$ cat config.mk
export PLATFORM = sky130hd
export DESIGN_NAME = operand_skewer
export DESIGN_NICKNAME = d
export VERILOG_FILES = /design/src/rtl/operand_skewer.sv
export SDC_FILE = /design/constraint.sdc
export NUM_CORES = 1
export LEC_CHECK = 0
export BUFFER_PORTS_ARGS = -buffer_cell sky130_fd_sc_hd__buf_2
export CAP_MARGIN = 30
export CORE_MARGIN = 2
export CORE_UTILIZATION = 59
export DETAILED_ROUTE_END_ITERATION = 16
export PLACE_DENSITY = 0.85
export REMOVE_ABC_BUFFERS = 1
export SETUP_SLACK_MARGIN = 0.2
export SLEW_MARGIN = 20
export SYNTH_ARGS = -nofsm -noshare
export SYNTH_HDL_FRONTEND = slang
export SYNTH_SLANG_ARGS = --single-unit
$ cat constraint.sdc
create_clock -name clk -period 26.5 [get_ports clk]
set_input_delay 2.65 -clock clk [delete_from_list [all_inputs] [get_ports clk]]
set_output_delay 2.65 -clock clk [all_outputs]
set_load 0.005 [all_outputs]
$ cat src/rtl/operand_skewer.sv
// ---------------------------------------------------------------------------
// operand_skewer
//   Per-lane staircase delay for the systolic array datapath. Lane i of the
//   input vector is delayed by D_i advancing cycles. D_i ascends with the
//   lane index for input skew and descends for output deskew. A small FSM
//   tracks tile boundaries: after the last vector of a tile is accepted, it
//   stops taking input for DMAX cycles so that bubbles push the tile out
//   (auto-drain). It pulses tile_done when the deepest lane shows the last
//   element. Invalid pipeline slots always carry zero data, so the PEs see
//   zeros rather than stale operands.
//
// Ports
//   clk, reset   clock and asynchronous active-high reset
//   flush        synchronous clear of the lane pipelines and the FSM
//   in_valid / in_ready / in_last / in_data[NUM_LANES]
//                input vector handshake; in_last marks the end of a tile
//   out_ready    advance enable; 0 freezes the whole block
//   out_valid[NUM_LANES] / out_data[NUM_LANES]
//                skewed lanes; data is zero when the lane is invalid
//   busy         FSM not idle, or some valid slot in any lane
//   tile_done    one-cycle pulse aligned with the tile's final output
// ---------------------------------------------------------------------------

// One lane: a DEPTH-stage {valid, data} shift register. Data is forced to
// zero on load when valid is low, so the output needs no masking.
module operand_skewer_lane #(
  parameter int DEPTH     = 1,
  parameter int DATA_SIZE = 32
) (
  input  logic                 clk,
  input  logic                 reset,
  input  logic                 flush,
  input  logic                 advance,
  input  logic                 load_vld,
  input  logic [DATA_SIZE-1:0] load_data,
  output logic                 out_vld,
  output logic [DATA_SIZE-1:0] out_data,
  output logic                 any_vld
);
  logic [DEPTH-1:0]                vld_pipe;
  logic [DEPTH-1:0][DATA_SIZE-1:0] dat_pipe;

  always_ff @(posedge clk or posedge reset) begin
    if (reset) begin
      vld_pipe <= '0;
      dat_pipe <= '0;
    end else if (flush) begin
      vld_pipe <= '0;
      dat_pipe <= '0;
    end else if (advance) begin
      for (int s = DEPTH - 1; s > 0; s--) begin
        vld_pipe[s] <= vld_pipe[s-1];
        dat_pipe[s] <= dat_pipe[s-1];
      end
      vld_pipe[0] <= load_vld;
      dat_pipe[0] <= load_vld ? load_data : '0;
    end
  end

  assign out_vld  = vld_pipe[DEPTH-1];
  assign out_data = dat_pipe[DEPTH-1];
  assign any_vld  = |vld_pipe;
endmodule

module operand_skewer #(
  parameter int NUM_LANES  = 4,
  parameter int DATA_SIZE  = 32,
  parameter int BASE_DELAY = 1,
  parameter int DESKEW     = 0
) (
  input  logic                 clk,
  input  logic                 reset,
  input  logic                 flush,
  input  logic                 in_valid,
  output logic                 in_ready,
  input  logic                 in_last,
  input  logic [DATA_SIZE-1:0] in_data [NUM_LANES],
  input  logic                 out_ready,
  output logic [NUM_LANES-1:0] out_valid,
  output logic [DATA_SIZE-1:0] out_data [NUM_LANES],
  output logic                 busy,
  output logic                 tile_done
);
  localparam int DMAX = BASE_DELAY + NUM_LANES - 1;
  localparam int CNTW = $clog2(DMAX + 1);
  // Drain counter value in the final drain cycle, and the one before it.
  // The tile_done flop is set one advancing edge early so that its output
  // lines up with the deepest lane's last element.
  localparam logic [CNTW-1:0] CNT_LAST = CNTW'(DMAX - 1);
  localparam logic [CNTW-1:0] CNT_PEN  = CNTW'((DMAX >= 2) ? DMAX - 2 : 0);
  localparam bit              ONE_DEEP = (DMAX == 1);

  localparam logic [1:0] IDLE   = 2'd0;
  localparam logic [1:0] STREAM = 2'd1;
  localparam logic [1:0] DRAIN  = 2'd2;

  logic [1:0]           state;
  logic [CNTW-1:0]      cnt;
  logic                 advance, accept;
  logic [NUM_LANES-1:0] lane_busy;

  assign advance  = out_ready & ~flush;
  assign in_ready = out_ready & ~flush & ~reset & (state != DRAIN);
  assign accept   = in_valid & in_ready;
  assign busy     = (state != IDLE) | (|lane_busy);

  for (genvar i = 0; i < NUM_LANES; i++) begin : g_lane
    localparam int D = (DESKEW != 0) ? BASE_DELAY + NUM_LANES - 1 - i
                                     : BASE_DELAY + i;
    operand_skewer_lane #(.DEPTH(D), .DATA_SIZE(DATA_SIZE)) u_lane (
      .clk      (clk),
      .reset    (reset),
      .flush    (flush),
      .advance  (advance),
      .load_vld (accept),
      .load_data(in_data[i]),
      .out_vld  (out_valid[i]),
      .out_data (out_data[i]),
      .any_vld  (lane_busy[i])
    );
  end

  always_ff @(posedge clk or posedge reset) begin
    if (reset) begin
      state     <= IDLE;
      cnt       <= '0;
      tile_done <= 1'b0;
    end else if (flush) begin
      state     <= IDLE;
      cnt       <= '0;
      tile_done <= 1'b0;
    end else begin
      // Pulse by default; a stall does not stretch it.
      tile_done <= 1'b0;
      if (advance) begin
        case (state)
          IDLE, STREAM: begin
            if (accept) begin
              if (in_last) begin
                state     <= DRAIN;
                cnt       <= '0;
                // With a single-stage pipe the last element is out next cycle.
                tile_done <= ONE_DEEP;
              end else begin
                state <= STREAM;
              end
            end
          end
          DRAIN: begin
            if (cnt == CNT_LAST) begin
              state <= IDLE;
              cnt   <= '0;
            end else begin
              cnt <= cnt + 1'b1;
            end
            if (!ONE_DEEP && cnt == CNT_PEN) tile_done <= 1'b1;
          end
          default: state <= IDLE;
        endcase
      end
    end
  end
endmodule
**Yosys cells after proc, flatten, opt, wreduce, memory -nomap -nowiden**

Cells that the tools add are included.

- Bits in registers: 336
- Input bits: 134
- Output and inout port bits: 135
- Word-level logic and storage cells: 77

- $add $sub $neg: 1
- Equal/unequal tests: 8
- Muxes and demuxes: 36
- Bitwise gates (word level): 7
- Reductions and logical operators: 8

Operator list:

| cell | count |
|---|---|
| $mux 128 | 2 |
| $mux 32 | 6 |
| $mux 96 | 2 |
| $mux 64 | 2 |
| $mux 3 | 7 |
| $mux 2 | 7 |
| $reduce_or 10->1 | 1 |
| $mux 4 | 2 |
| $eq 3x2->1 const B | 2 |
| $mux 1 | 6 |
| $ne 3x3->1 const B | 2 |
| $pmux 3 s2 | 1 |
| $and 1x1->1 | 4 |
| $pmux 2 s2 | 1 |
| $reduce_and 4->1 | 1 |
| $reduce_bool 2->1 | 2 |
| $add 3x1->3 const B | 1 |
| $ne 3x2->1 const B | 1 |
| $reduce_and 3->1 | 1 |
| $reduce_bool 3->1 | 1 |
| $eq 2x1->1 const B | 1 |
| $eq 2x2->1 const B | 1 |
| $logic_not 2->1 | 1 |
| $ne 2x2->1 const B | 1 |
| other kinds (3) | 4 |

**Depth between registers and ports, before layout**

- Depth after elaboration: 9
- Mapped depth: 5
- Mapped depth without buffers: 4

**Cells and area by module**

Synthesis repeated with hierarchy kept, for this count alone.

- Cells, all modules: 1341
- Area total of the unflattened synthesis: 15469.8 um^2

By module, submodules not included:

| module | instances | cells each | area each (um^2) | seq. area each (um^2) |
|---|---|---|---|---|
| operand_skewer_lane at g_lane[3].u_lane | 1 | 499 | 5699.2 | 3303.2 |
| operand_skewer_lane at g_lane[2].u_lane | 1 | 393 | 4777.1 | 2477.4 |
| operand_skewer_lane at g_lane[1].u_lane | 1 | 286 | 3235.6 | 1651.6 |
| operand_skewer_lane at g_lane[0].u_lane | 1 | 119 | 1365.1 | 825.8 |
| operand_skewer | 1 | 44 | 392.9 | 150.1 |

**Worst setup path after synthesis**

Ideal clock, no wire load.

- Path kind: input to output
- Start point: in flush
- End point: out in_ready
- Data arrival time: 3.015 ns
- Required time: 23.850 ns
- Setup slack: 20.835 ns
- Stages: 2
- Path buffers: 0
- Cell sequence: nand2b_1 nor3_1

- Word-level cells in the longest chain between the ends: 4

RTL lines:

| item | line | text |
|---|---|---|
| start: declaration | 73 | `input logic flush,` |
| $not 1->1 | 103 | `assign in_ready = out_ready & ~flush & ~reset & (state != DRAIN);` |
| $and 1x1->1 (3 in a row) | 103 |  |
| end: declaration | 75 | `output logic in_ready,` |

No other way between the ends.

**Worst setup path in the final report**

Ends and elaborated chain as after synthesis.

==> impl_metrics.toml <==
[place]
dpl_cell_area_sq_um = 14200
place_ws_ps = 20020
gp_congestion = 0.755
detailedPlacementHpwl_mm = 16.9
portBuffers = 268

[cts]
cts_inserted_buffers = 34
clk_pin_slew_ps = 60
htreeDepth = 2
cts_root_buf = "clkbuf_16"
hold_buffers = 0
cts_sinks = 330
cts_tree = "yes"
clk_latency_ps = 500
cts_setup_buffers = 0
cts_resized = 0
cts_buffer_depth = 3

[timing]
rsz0062_at_grt = "no"
setup-violations-final = 0
worst_pin_slew_ps = 974
period_needed_ps = 6460
relSlewSlack = 0.350
setup_slack_ps = 20040
period_share = 0.244
fin_skew_ps = 11.3
final_max_slew_viol_count = 0
finalHoldViolations = 0
clock.fmax_ghz = 0.155
setup_tns_ps = 0

[critical_path]
endpoint = "in_ready"
rrSetupSlack_ps = 24010
critPathMaxFanout = 108
cp_num_buf_inv = 2
slowest_delay_ps = 580
crit_family = "buffers and inverters"
crit_start = "flush"
critPathArrivalTime_ps = 3810
crit_required_ps = 23850
startpoint_type = "input port"
regToRegEndpoint = "g_lane[2].u_lane.dat_pipe[22]"
r2r-start = "state[1]"
cp_num_cells = 4
r2r_cells = 5
crit_chain = "buf_6 > nand2b_1 > nor3_1 > buf_2"
end_kind = "output port"
critical_path_class = "input port to output port"
cpMaxStageDelayCell = "buf_6"

[drt]
drc = 0
vias = 8469
wl_per_cell_um = 18.4
drt_wl_total_mm = 27.9
first_pass_iters = 5
ant_nets = 0
routed_via_density = 5.60
drtIter0Drc = 507

[logic_synthesis]
synth-edff-count = 0
yosysWarningCount = 0
ys_seq_area_frac = 0.613
netlist_area_sq_um = 13500
ys_top_cells_by_area = "dfrtp_1 (61%), mux2i_1 (14%), a22o_1 (8.3%)"
ys_seq_elements = 330
yosys.area.top_type_share = 0.613
syn-instance-count = 1053
synth.largest_area_cell = "dfrtp_1"
syn_avg_cell_area_sq_um = 12.8
ys.flop_type = "dfrtp_1"
yosysUniqueCellTypes = 28
synthArstFlopShare = 1.00

[global_routing]
grt_pass1_vias = 8575
grt_max_degree = 109
gr-total-overflow = 0
grt_use_total = 0.233
grt_first_pass_wirelength_mm = 45.0
antenna_found_initial = 4

[floorplan]
die_height_um = 155
die_w_um = 155
rows = 55
coreArea_sq_um = 22500
pin_count = 269
fp.dieArea_sq_um = 24100
start_util = 0.599

[cells_and_area]
finalInstanceArea_sq_um = 15500
area_growth_pct = 15.0
nets = 1337
drive_gt1_frac = 0.280
fillers = 1559

[run_status]
status = "finished, final reports clean"

[pwr]
powerDensity_nw_per_um2 = 70.3
vdd_drop_max_mv = 0.0712
leakagePower_nw = 8.50
total_power_mw = 1.09

[hold_path]
hp-class = "flip-flop to flip-flop"

[run]
cap_viol_max_count = 0
## routing by layer
layer  vias to the layer above  track usage  wire length [um]
li1                       3846            -                 -
met1                      4283        0.309             11700
met2                       295        0.377             13500
met3                        43       0.0669              2050
met4                         2       0.0697               570
met5                         -            0                11
## cell families (layout without fill, tap and decap cells)
logic type	count (synthesis)	in the layout	synth area share
buffers and inverters	175	347	0.0877
AO/OA/AOI/OAI	136	136	0.0879
adder cells (fa/ha/maj)	2	2	0.00186
other	0	3	0
flip-flops	330	330	0.613
multiplexers	196	196	0.146
AND/OR/NAND/NOR	214	214	0.0641
## worst register-to-register path, cell delays in order, from the launching register on
cell     delay (ps)
dfrtp_1         440
nor2b_4         180
nor3_4          150
buf_4           750
buf_4           640
a22o_1          280
## cells in the mapped netlist, types with 3 or more instances
| cell | count |
|---|---|
| buf_6 | 10 |
| inv_1 | 3 |
| nand2b_1 | 4 |
| buf_2 | 12 |
| mux2i_1 | 195 |
| buf_1 | 5 |
| clkbuf_1 | 29 |
| nor2_1 | 199 |
| a22o_1 | 128 |
| dfrtp_1 | 330 |
| buf_4 | 116 |
## how the worst min path moves through the flow
stage | start | to | cells after the start
2_1_floorplan | cnt[2] | tile_done | 1
3_3_place_gp | cnt[2] | tile_done | 1
3_5_place_dp | cnt[2] | tile_done | 1
4_1_cts | cnt[2] | tile_done | 1
5_1_grt | cnt[2] | tile_done | 1
6_report | cnt[2] | tile_done | 1
## power by group
part | switching (mW) | total (mW) | internal (mW)
Clock | 0.188 | 0.513 | 0.325
Combinational | 0.0364 | 0.0612 | 0.0248
Sequential | 0.00483 | 0.516 | 0.511
Total | 0.229 | 1.09 | 0.861
## registers in the layout (all words and copies together), names as in the netlist
| register | count |
|---|---|
| g_lane.u_lane.out_data | 128 |
| tile_done | 1 |
| g_lane.u_lane.vld_pipe | 4 |
| cnt | 3 |
| g_lane.u_lane.dat_pipe | 192 |
| state | 2 |
## per-stage QoR
step            util  hold WS, ps  std cells
2_1_floorplan      -          411        881
3_3_place_gp   0.628          425       1445
3_5_place_dp   0.629          447       1446
4_1_cts        0.684          455       1506
5_1_grt        0.689          480       1512
6_report       0.689          452       1513
## placed cells by master, fill, tap and decap left out, drive strengths merged
master    count
and4bb        1
nand2b        4
a21o          2
a211oi        1
a22o        128
a31oi         1
dfrtp       330
nand3b        1
mux2i       195
clkinvlp      2
nand2         1
nor3          2
nor4b         2
diode         3
nor2        199
clkbuf       53
bufinv        5
or4b          1
nor2b         1
a221o         2
nor4          2
ha            2
inv           3
a21oi         1
buf         284
o21ba         1
mux2          1
## final cells by class
type | count | area [sq um] | area share
sequential | 330 | 8260 | 0.533
multi-input combinational | 548 | 4050 | 0.261
timing repair buffer | 284 | 1580 | 0.102
clock buffer | 53 | 1070 | 0.0688
tap | 285 | 357 | 0.0230
clock inverter | 7 | 165 | 0.0107
inverter | 3 | 18.8 | 0.00121
antenna | 3 | 7.51 | 0.000484
Power figures use the tool's default switching activity.
